File: src/rtl/spi_matrix_cmd_ctrl.sv
// Command sequencer between the SPI byte shifter and the systolic array core.
// It decodes command bytes, fills the operand buffers, starts the core and serves result bytes back for MISO.
module spi_matrix_cmd_ctrl #(
   parameter int N   = 4,
   parameter int A_W = 16,
   parameter int B_W = 8,
   parameter int R_W = 32
) (
   input  logic                 clk,
   input  logic                 rst_n,
   input  logic                 rx_valid,
   input  logic [7:0]           rx_data,
   output logic [7:0]           tx_data,
   output logic [N*N*A_W-1:0]   mat_a,
   output logic [N*N*B_W-1:0]   mat_b,
   output logic                 array_start,
   input  logic                 array_done,
   input  logic [N*N*R_W-1:0]   array_result,
   output logic                 irq,
   output logic                 busy
);

   localparam int A_BYTES = N*N*A_W/8;
   localparam int B_BYTES = N*N*B_W/8;
   localparam int R_BYTES = N*N*R_W/8;
   localparam int CW      = $clog2(R_BYTES);

   localparam logic [CW-1:0] A_LAST = CW'(A_BYTES-1);
   localparam logic [CW-1:0] B_LAST = CW'(B_BYTES-1);
   localparam logic [CW-1:0] R_LAST = CW'(R_BYTES-1);

   typedef enum logic [2:0] {
      IDLE    = 3'd0,
      LOAD_A  = 3'd1,
      LOAD_B  = 3'd2,
      COMPUTE = 3'd3,
      READ    = 3'd4
   } state_t;

   state_t               state_q, state_d;
   logic [CW-1:0]        cnt_q, cnt_d;
   logic [CW-1:0]        cnt_inc;
   logic [N*N*A_W-1:0]   mat_a_q, mat_a_d;
   logic [N*N*B_W-1:0]   mat_b_q, mat_b_d;
   logic [N*N*R_W-1:0]   res_q, res_d;
   logic [7:0]           tx_q, tx_d;
   logic                 start_q, start_d;
   logic                 irq_q, irq_d;
   logic                 busy_w;

   assign busy_w  = (state_q != IDLE);
   assign cnt_inc = cnt_q + CW'(1);

   always_comb begin
      state_d = state_q;
      cnt_d   = cnt_q;
      mat_a_d = mat_a_q;
      mat_b_d = mat_b_q;
      res_d   = res_q;
      tx_d    = tx_q;
      start_d = 1'b0;
      irq_d   = irq_q;

      case (state_q)
         IDLE: begin
            if (rx_valid) begin
               case (rx_data)
                  8'h10: begin
                     state_d = LOAD_A;
                     cnt_d   = '0;
                  end
                  8'h20: begin
                     state_d = LOAD_B;
                     cnt_d   = '0;
                  end
                  8'h30: begin
                     start_d = 1'b1;
                     irq_d   = 1'b0;
                     state_d = COMPUTE;
                  end
                  8'h40: begin
                     irq_d   = 1'b0;
                     tx_d    = res_q[7:0];
                     cnt_d   = '0;
                     state_d = READ;
                  end
                  8'h50: tx_d = {6'b0, busy_w, irq_q};
                  default: ;
               endcase
            end
         end

         LOAD_A: begin
            if (rx_valid) begin
               mat_a_d[{cnt_q, 3'b000} +: 8] = rx_data;
               if (cnt_q == A_LAST) begin
                  cnt_d   = '0;
                  state_d = IDLE;
               end else begin
                  cnt_d = cnt_inc;
               end
            end
         end

         LOAD_B: begin
            if (rx_valid) begin
               mat_b_d[{cnt_q, 3'b000} +: 8] = rx_data;
               if (cnt_q == B_LAST) begin
                  cnt_d   = '0;
                  state_d = IDLE;
               end else begin
                  cnt_d = cnt_inc;
               end
            end
         end

         // Completion takes priority; a byte arriving with done is simply dropped.
         COMPUTE: begin
            if (array_done) begin
               res_d   = array_result;
               irq_d   = 1'b1;
               state_d = IDLE;
            end
         end

         READ: begin
            if (rx_valid) begin
               if (cnt_q == R_LAST) begin
                  tx_d    = 8'h00;
                  cnt_d   = '0;
                  state_d = IDLE;
               end else begin
                  cnt_d = cnt_inc;
                  tx_d  = res_q[{cnt_inc, 3'b000} +: 8];
               end
            end
         end

         default: state_d = IDLE;
      endcase
   end

   always_ff @(posedge clk or negedge rst_n) begin
      if (!rst_n) begin
         state_q <= IDLE;
         cnt_q   <= '0;
         mat_a_q <= '0;
         mat_b_q <= '0;
         res_q   <= '0;
         tx_q    <= '0;
         start_q <= 1'b0;
         irq_q   <= 1'b0;
      end else begin
         state_q <= state_d;
         cnt_q   <= cnt_d;
         mat_a_q <= mat_a_d;
         mat_b_q <= mat_b_d;
         res_q   <= res_d;
         tx_q    <= tx_d;
         start_q <= start_d;
         irq_q   <= irq_d;
      end
   end

   assign tx_data     = tx_q;
   assign mat_a       = mat_a_q;
   assign mat_b       = mat_b_q;
   assign array_start = start_q;
   assign irq         = irq_q;
   assign busy        = busy_w;

endmodule

File: config.mk
export PLATFORM = sky130hd
export DESIGN_NAME = spi_matrix_cmd_ctrl
export DESIGN_NICKNAME = d
export VERILOG_FILES = /design/src/rtl/spi_matrix_cmd_ctrl.sv
export SDC_FILE = /design/constraint.sdc
export NUM_CORES = 1
export LEC_CHECK = 0
export CAP_MARGIN = 5
export CELL_PAD_IN_SITES_DETAIL_PLACEMENT = 0
export CELL_PAD_IN_SITES_GLOBAL_PLACEMENT = 1
export CORE_MARGIN = 10
export CORE_UTILIZATION = 30
export DETAILED_ROUTE_END_ITERATION = 12
export PLACE_DENSITY_LB_ADDON = 0.08
export SYNTH_ARGS = -nofsm -noshare
export SYNTH_HDL_FRONTEND = slang
export SYNTH_SLANG_ARGS = --single-unit
File: constraint.sdc
create_clock -name clk -period 3.9 [get_ports clk]
set_input_delay 0.975 -clock clk [delete_from_list [all_inputs] [get_ports clk]]
set_output_delay 0.975 -clock clk [all_outputs]
set_load 0.005 [all_outputs]
==> results.md, run 1 <==
- Result of the run: complete, no violations
- Sinks on the clock net: 915
- Routed wirelength normalized by instance count: 28.7 um
- End of the critical path: tx_data[4]
- CP Buf/Inv Count: 2
- Critical path peak fanout: 33
- Most used cells in the layout excluding fill and tap cells: clkdlybuf4s50_1 (916), dfrtp_1 (914), mux2_2 (788)
- Power density relative to cell area: 558 nW/um^2
- Number of DRC markers in iteration 0: 1355
- Worst Hold Class: input pin to asynchronous set/reset pin
- Clock skew after layout: 28.6 ps
- Minimum clock period after layout: 3560 ps
- Area inside the core boundary: 133000 sq um
- Proportion of power drawn by combinational gates: 29.3%
- Post-route DRC: 0
- Share of final-layout standard cells stronger than drive strength 1: 32.6%
- Initial antenna violation count: 66
- Maximum vdd ir drop: 0.431 mV
- FF-to-FF path depth: 9
- Combined area of all synthesized cells: 40200 sq um
- Largest net degree at the start of global routing: 112
- Post-synth top flop: dfrtp_1
- Cell with the biggest individual delay on the critical path: dfrtp_1
- Stages on worst setup path: 9
- Post-CTS setup-driven buffer insertion count: 0
- Post-route cell area: 55700 sq um
- CTS tree: done
- Max cap viols: 0
- Cts-stage hold buffer count: 0
- Worst-margin pin slew: 1240 ps
- Detailed-route via count: 27441
- DP Wirelength: 128 mm
- Psw: 9.90 mW
- Most frequent standard cell in the layout excluding fill and tap cells: clkdlybuf4s50_1
- Post-synth top area share: 57.0%
- Fmax: 281 MHz
- Gate Count Post-Synth: 2771
- Max-slew violation count: 0
- Library cell with the largest summed area after synthesis: dfrtp_1
- Global placer's final weighted congestion: 0.842
- Largest cells by area after synthesis: dfrtp_1 (57%), mux2_2 (22%), mux4_2 (6.9%)
- Final net count: 4260
- List of cells traversed by the critical path: inv_1, ha_4, buf_12, mux4_2, mux2i_1, o22ai_1, a211oi_1, a31oi_1, a221o_1
- Share of synthesized flip-flops with an asynchronous set or reset: 100%
- Initial Utilization: 30.2%
- Worst slew slack as a fraction of its limit: 17.3%
- Switching power share of the total: 31.9%
- Number of buffers added on ports: 918
- Number of iterations in the first detailed-routing pass: 5
- Row count: 134
- Global-route total usage across every layer: 21.0%
- Biggest cell delay along the critical path: 580 ps
- Total overflow reported by the global router: 0
- Setup repair after global routing missed its margin: false
- Required time at the worst-slack endpoint: 4480 ps
- Global-route wire length before repair: 227 mm
- Worst reg-to-reg setup slack: 340 ps
- Total Die Area: 149000 sq um
- I/O pin count: 919
- Total wire length: 161 mm
- Clock Root Buffer: clkbuf_16
- Nature of the critical path startpoint: register
- Clock network latency to the later pin of the worst-skew pair: 710 ps
- Data arrival time of the worst path: 4140 ps
- Endpoints failing setup: 0
- H-tree depth: 3
- Total nets after synthesis: 3297
- Flop pwr share: 36.9%
- Number of vias per cell: 4.90
- Leakage: 25.6 nW
- Kind of end point of the critical path: register
- Post-placement cell area: 51900 sq um
- Total internal power: 21.2 mW
- Clock share of power: 33.8%
- Synthesis-stage register bit count: 915
- Number of flops mapped to enable cells by yosys: 0
- Gates resized, CTS repair: 0
- End of the worst register-to-register path: tx_data[4]
- Final-report hold violation count: 0
- Number of global-route vias before repair: 30415
- Count of distinct cell types in the synthesized netlist: 70
- Kind of cell adding the most delay to the critical path: compound AO/OA/AOI/OAI gates
- Clock slew seen by the registers of the worst setup and hold paths: 60 ps
- Portion of the post-synthesis area used by sequential elements: 57.0%
- Remaining antenna violation count: 0
- Kind of critical path: register to register
- Number of warning messages in the yosys log: 0
- Accumulated negative setup slack: 0 ps
- Part of the cycle the worst path needs: 91.3%
- Critical path startpoint: cnt_q[1]
- R2R Path Start: cnt_q[1]
- Number of buffers created by CTS: 109
- Clock Path Buffers: 3
- Synthesis-to-finish area growth: 38.5%
- Syn_area_per_cell: 14.5 sq um
- Die boundary height: 386 um
- Die boundary width: 386 um
==> metrics by stage <==
step	hold slack, ps	power (mW)	util, %	cells	setup WS [ps]
global placement	461	20.8	39.0	5391	141
finish	295	31.1	41.8	5598	340
CTS	251	31.7	41.7	5586	276
detailed placement	470	21.0	39.0	5391	133
global route	277	32.6	41.7	5592	156
floorplan	467	16.1	-	2771	535
==> synthesized netlist by cell type (all sizes together), types with 5 or more instances <==
cell type / count
dfrtp: 915
mux2: 856
nor2: 157
nand2: 131
mux4: 124
clkbuf: 106
buf: 52
mux2i: 46
o31ai: 43
nand2b: 40
inv: 33
and2: 30
and3: 30
o21ai: 28
o22ai: 25
a21oi: 20
nand3: 18
nor3: 14
a211oi: 8
nand3b: 8
nand4: 8
xnor2: 8
a221o: 7
a31oi: 7
a41o: 7
nor4: 5
==> cell type report <==
class,count,area (sq um)
inverter,34,128
timing repair buffer,1010,10100
clock inverter,38,522
tap,1768,2210
sequential,915,22900
fill,12325,77600
antenna,12,30.0
multi-input combinational,1664,16600
clock buffer,157,3180
==> worst register-to-register path, stage by stage, from the launching register on <==
cell and delay, ps:
dfrtp_1 580, inv_1 150, ha_4 530, buf_12 330
mux4_2 350, mux2i_1 250, o22ai_1 290, a211oi_1 540
a31oi_1 150, a221o_1 280
==> per-layer routing <==
metal	global-route usage (%)	vias to the layer above	part of all wire, %	wire, um
li1	-	12022	-	-
met1	23.3	14220	37	59100
met2	38.0	802	52	83900
met3	6.66	307	7.5	12100
met4	6.52	90	3.3	5320
met5	0	-	0.35	557
==> kinds of logic (layout without fill, tap and decap cells) <==
kind of cell | Yosys count | count (layout) | share of synthesized area [%]
xor+xnor | 9 | 9 | 0.233
mux | 1026 | 1026 | 32.1
simple gates | 461 | 461 | 5.80
fa+ha+maj | 2 | 2 | 0.0622
flops | 915 | 915 | 57.0
other cells | 0 | 12 | 0
compound gates | 166 | 166 | 2.85
buf+inv | 192 | 1239 | 2.02
==> sequential cells by signal, indices dropped and copies added, names as in the netlist <==
name         flops
array_start      1
cnt_q            6
irq              1
mat_a          256
mat_b          128
res_q          512
state_q          3
tx_data          8
==> worst min path at each step <==
stage | start | endpoint | slack (ps)
2_1_floorplan | mat_b[78] | mat_b[78] | 470
3_3_place_gp | mat_b[66] | mat_b[66] | 460
3_5_place_dp | mat_b[13] | mat_b[13] | 470
4_1_cts | rst_n | mat_a[246] | 250
5_1_grt | rst_n | mat_a[246] | 280
6_report | rst_n | mat_a[246] | 290
==> power groups by stage <==
stage / Clock (mW) / Sequential [mW] / Combinational, mW
2_1_floorplan: 0 / 11.3 / 4.82
3_3_place_gp: 0 / 11.6 / 9.27
3_5_place_dp: 0 / 11.6 / 9.36
4_1_cts: 10.8 / 11.5 / 9.37
5_1_grt: 11.2 / 11.6 / 9.80
6_report: 10.5 / 11.5 / 9.10
No activity file was read; power rests on OpenSTA's default activity.
==> inputs of run 2 (changes only) <==
Settings changed: CTS_BUF_LIST set to sky130_fd_sc_hd__clkbuf_8, DONT_BUFFER_PORTS set to 1, SLEW_MARGIN set to 10.
==> results.md, run 2 (synthesis gave the netlist of run 1 again) <==
- Clock skew after layout: 41.2 ps (was 28.6 ps)
- Most used cells in the layout excluding fill and tap cells: dfrtp_1 (914), mux2_2 (788), clkbuf_8 (213) (was clkdlybuf4s50_1 (916), dfrtp_1 (914), mux2_2 (788))
- Final net count: 3378 (was 4260)
- Initial Utilization: 30.2% (unchanged)
- Clock Path Buffers: 3 (unchanged)
- R2R Path Start: cnt_q[0] (was cnt_q[1])
- Clock Root Buffer: clkbuf_8 (was clkbuf_16)
- Minimum setup slack in the final design: 301 ps (was 340 ps)
- Area inside the core boundary: 133000 sq um (unchanged)
- Number of buffers added on ports: 0 (was 918)
- H-tree depth: 4 (was 3)
- Worst-margin pin slew: 1240 ps (about the same)
- Clock network latency to the later pin of the worst-skew pair: 890 ps (was 710 ps)
- End of the worst register-to-register path: tx_data[4] (unchanged)
- Largest net degree at the start of global routing: 916 (was 112)
- Fmax: 278 MHz (was 281 MHz)
- Kind of critical path: register to register (unchanged)
- Final cell count without fillers: 4782 (was 5598)
- Share of final-layout standard cells stronger than drive strength 1: 43.2% (was 32.6%)
- Max-slew violation count: 0 (unchanged)
- Total Die Area: 149000 sq um (unchanged)
- Data arrival time of the worst path: 4330 ps (was 4140 ps)
- Accumulated negative setup slack: 0 ps (unchanged)
- Worst Hold Class: input pin to asynchronous set/reset pin (unchanged)
- Total overflow reported by the global router: 0 (unchanged)
- Required time at the worst-slack endpoint: 4630 ps (was 4480 ps)
- Number of DRC markers in iteration 0: 1265 (was 1355)
- Part of the cycle the worst path needs: 92.3% (was 91.3%)
- Die boundary height: 386 um (unchanged)
- Most frequent standard cell in the layout excluding fill and tap cells: dfrtp_1 (was clkdlybuf4s50_1)
- Remaining antenna violation count: 0 (unchanged)
- Worst slew slack as a fraction of its limit: 16.7% (was 17.3%)
- I/O pin count: 919 (unchanged)
- CTS tree: done (unchanged)
- DP Wirelength: 115 mm (was 128 mm)
- FF-to-FF path depth: 9 (unchanged)
- Number of iterations in the first detailed-routing pass: 5 (unchanged)
- Setup repair after global routing missed its margin: false (unchanged)
- Critical path peak fanout: 15 (was 33)
- Number of vias per cell: 5.12 (was 4.90)
- Placed instance count: 4439 (was 5391)
- Total wire length: 154 mm (was 161 mm)
- Result of the run: complete, no violations (unchanged)
- Routed wirelength normalized by instance count: 32.2 um (was 28.7 um)
- Synthesis-to-finish area growth: 14.8% (was 38.5%)
- Die boundary width: 386 um (unchanged)
- Global-route wire length before repair: 210 mm (was 227 mm)
- Largest reg by FF count: res_q (unchanged)
- Clock slew seen by the registers of the worst setup and hold paths: 60 ps (about the same)
- Number of buffers created by CTS: 171 (was 109)
- Max cap viols: 0 (unchanged)
- Nature of the critical path startpoint: register (unchanged)
- Minimum clock period after layout: 3600 ps (was 3560 ps)
- Global placer's final weighted congestion: 0.809 (was 0.842)
- Kind of end point of the critical path: register (unchanged)
- Maximum vdd ir drop: 0.468 mV (was 0.431 mV)
- Row count: 134 (unchanged)
- Worst reg-to-reg setup slack: 300 ps (was 340 ps)
- Initial antenna violation count: 168 (was 66)
- Global-route total usage across every layer: 20.0% (was 21.0%)
- Flip-flop count of the largest register after layout: 512 (unchanged)
- Post-route DRC: 0 (unchanged)
- Number of global-route vias before repair: 26158 (was 30415)
- Worst slack, placed: 12.4 ps (was 133 ps)
- Leakage: 22.3 nW (was 25.6 nW)
- Overall power of the completed layout: 28.4 mW (was 31.1 mW)
- Power density relative to cell area: 617 nW/um^2 (was 558 nW/um^2)
- Endpoints failing setup: 0 (unchanged)
- Sinks on the clock net: 915 (unchanged)
- Final-report hold violation count: 0 (unchanged)
- Detailed-route via count: 24482 (was 27441)
==> run 2: changes by cell type in the layout (fill, tap and decap cells not counted), moves of 6 or more <==
cell and change:
clkbuf_8 +192, clkdlybuf4s50_1 -916, bufinv_16 -6, inv_1 +59, buf_16 +7, diode_2 +22
buf_12 -11, buf_4 -23, clkbuf_16 -111, clkbuf_1 -24
==> run 2: stage by stage <==
step / util, % / cell area [sq um] / hold slack, ps
3_5_place_dp: 31.8 / 42300 / 488
3_3_place_gp: 31.8 / 42300 / 483
4_1_cts: 34.4 / 45800 / -288
2_1_floorplan: - / 40200 / 467
6_report: 34.6 / 46100 / 72.8
5_1_grt: 34.6 / 46100 / 32.6
==> run 2: cell type report <==
type	instances	area, sq um
Sequential cell	915	22900
Tap cell	1768	2210
Fill cell	12974	87200
Clock inverter	88	547
Clock buffer	213	2930
Inverter	34	128
Antenna cell	34	85.1
Multi-Input combinational cell	1664	16600
Timing Repair Buffer	66	766
==> run 2: metal layers <==
layer	vias to the layer above	global-route usage [%]	share of wire (%)
li1	10325	-	-
met1	12595	20.3	34
met2	984	35.5	51
met3	436	10.1	11
met4	142	6.18	3.1
met5	-	0	0.58
==> run 2: power breakdown <==
group | internal, mW | total (mW) | switching, mW | leakage [nW]
sequential | 10.7 | 11.7 | 1.01 | 12.7
clock | 5.23 | 9.46 | 4.23 | 2.00
combinational | 2.85 | 7.32 | 4.47 | 7.57
==> run 2: worst max-delay path, stage by stage (launching register included) <==
cell	delay (ps)
dfrtp_4	560
clkinv_1	180
ha_4	620
buf_4	280
mux4_2	310
mux2i_1	350
o22ai_1	320
a211oi_2	410
a31oi_1	130
a221o_1	260
==> run 2: worst max path at each step <==
stage / start / to / slack, ps / cells past startpoint
3_5_place_dp: cnt_q[0] / tx_data[4] / 10 / 9
4_1_cts: cnt_q[0] / tx_data[4] / 70 / 7
5_1_grt: cnt_q[0] / tx_data[3] / 120 / 10
6_report: cnt_q[0] / tx_data[4] / 300 / 9
2_1_floorplan: cnt_q[0] / tx_data[2] / 530 / 11
3_3_place_gp: cnt_q[0] / tx_data[4] / 20 / 9
==> run 2: timing repair <==
item / in CTS / in global routing
resized for setup: 1 / 1
cloned: 0 / 1
hold endpoints to repair: 915 / 113
pin swaps: 1 / 0
setup endpoints to repair: 1 / 1
buffers inserted: 1 / 0
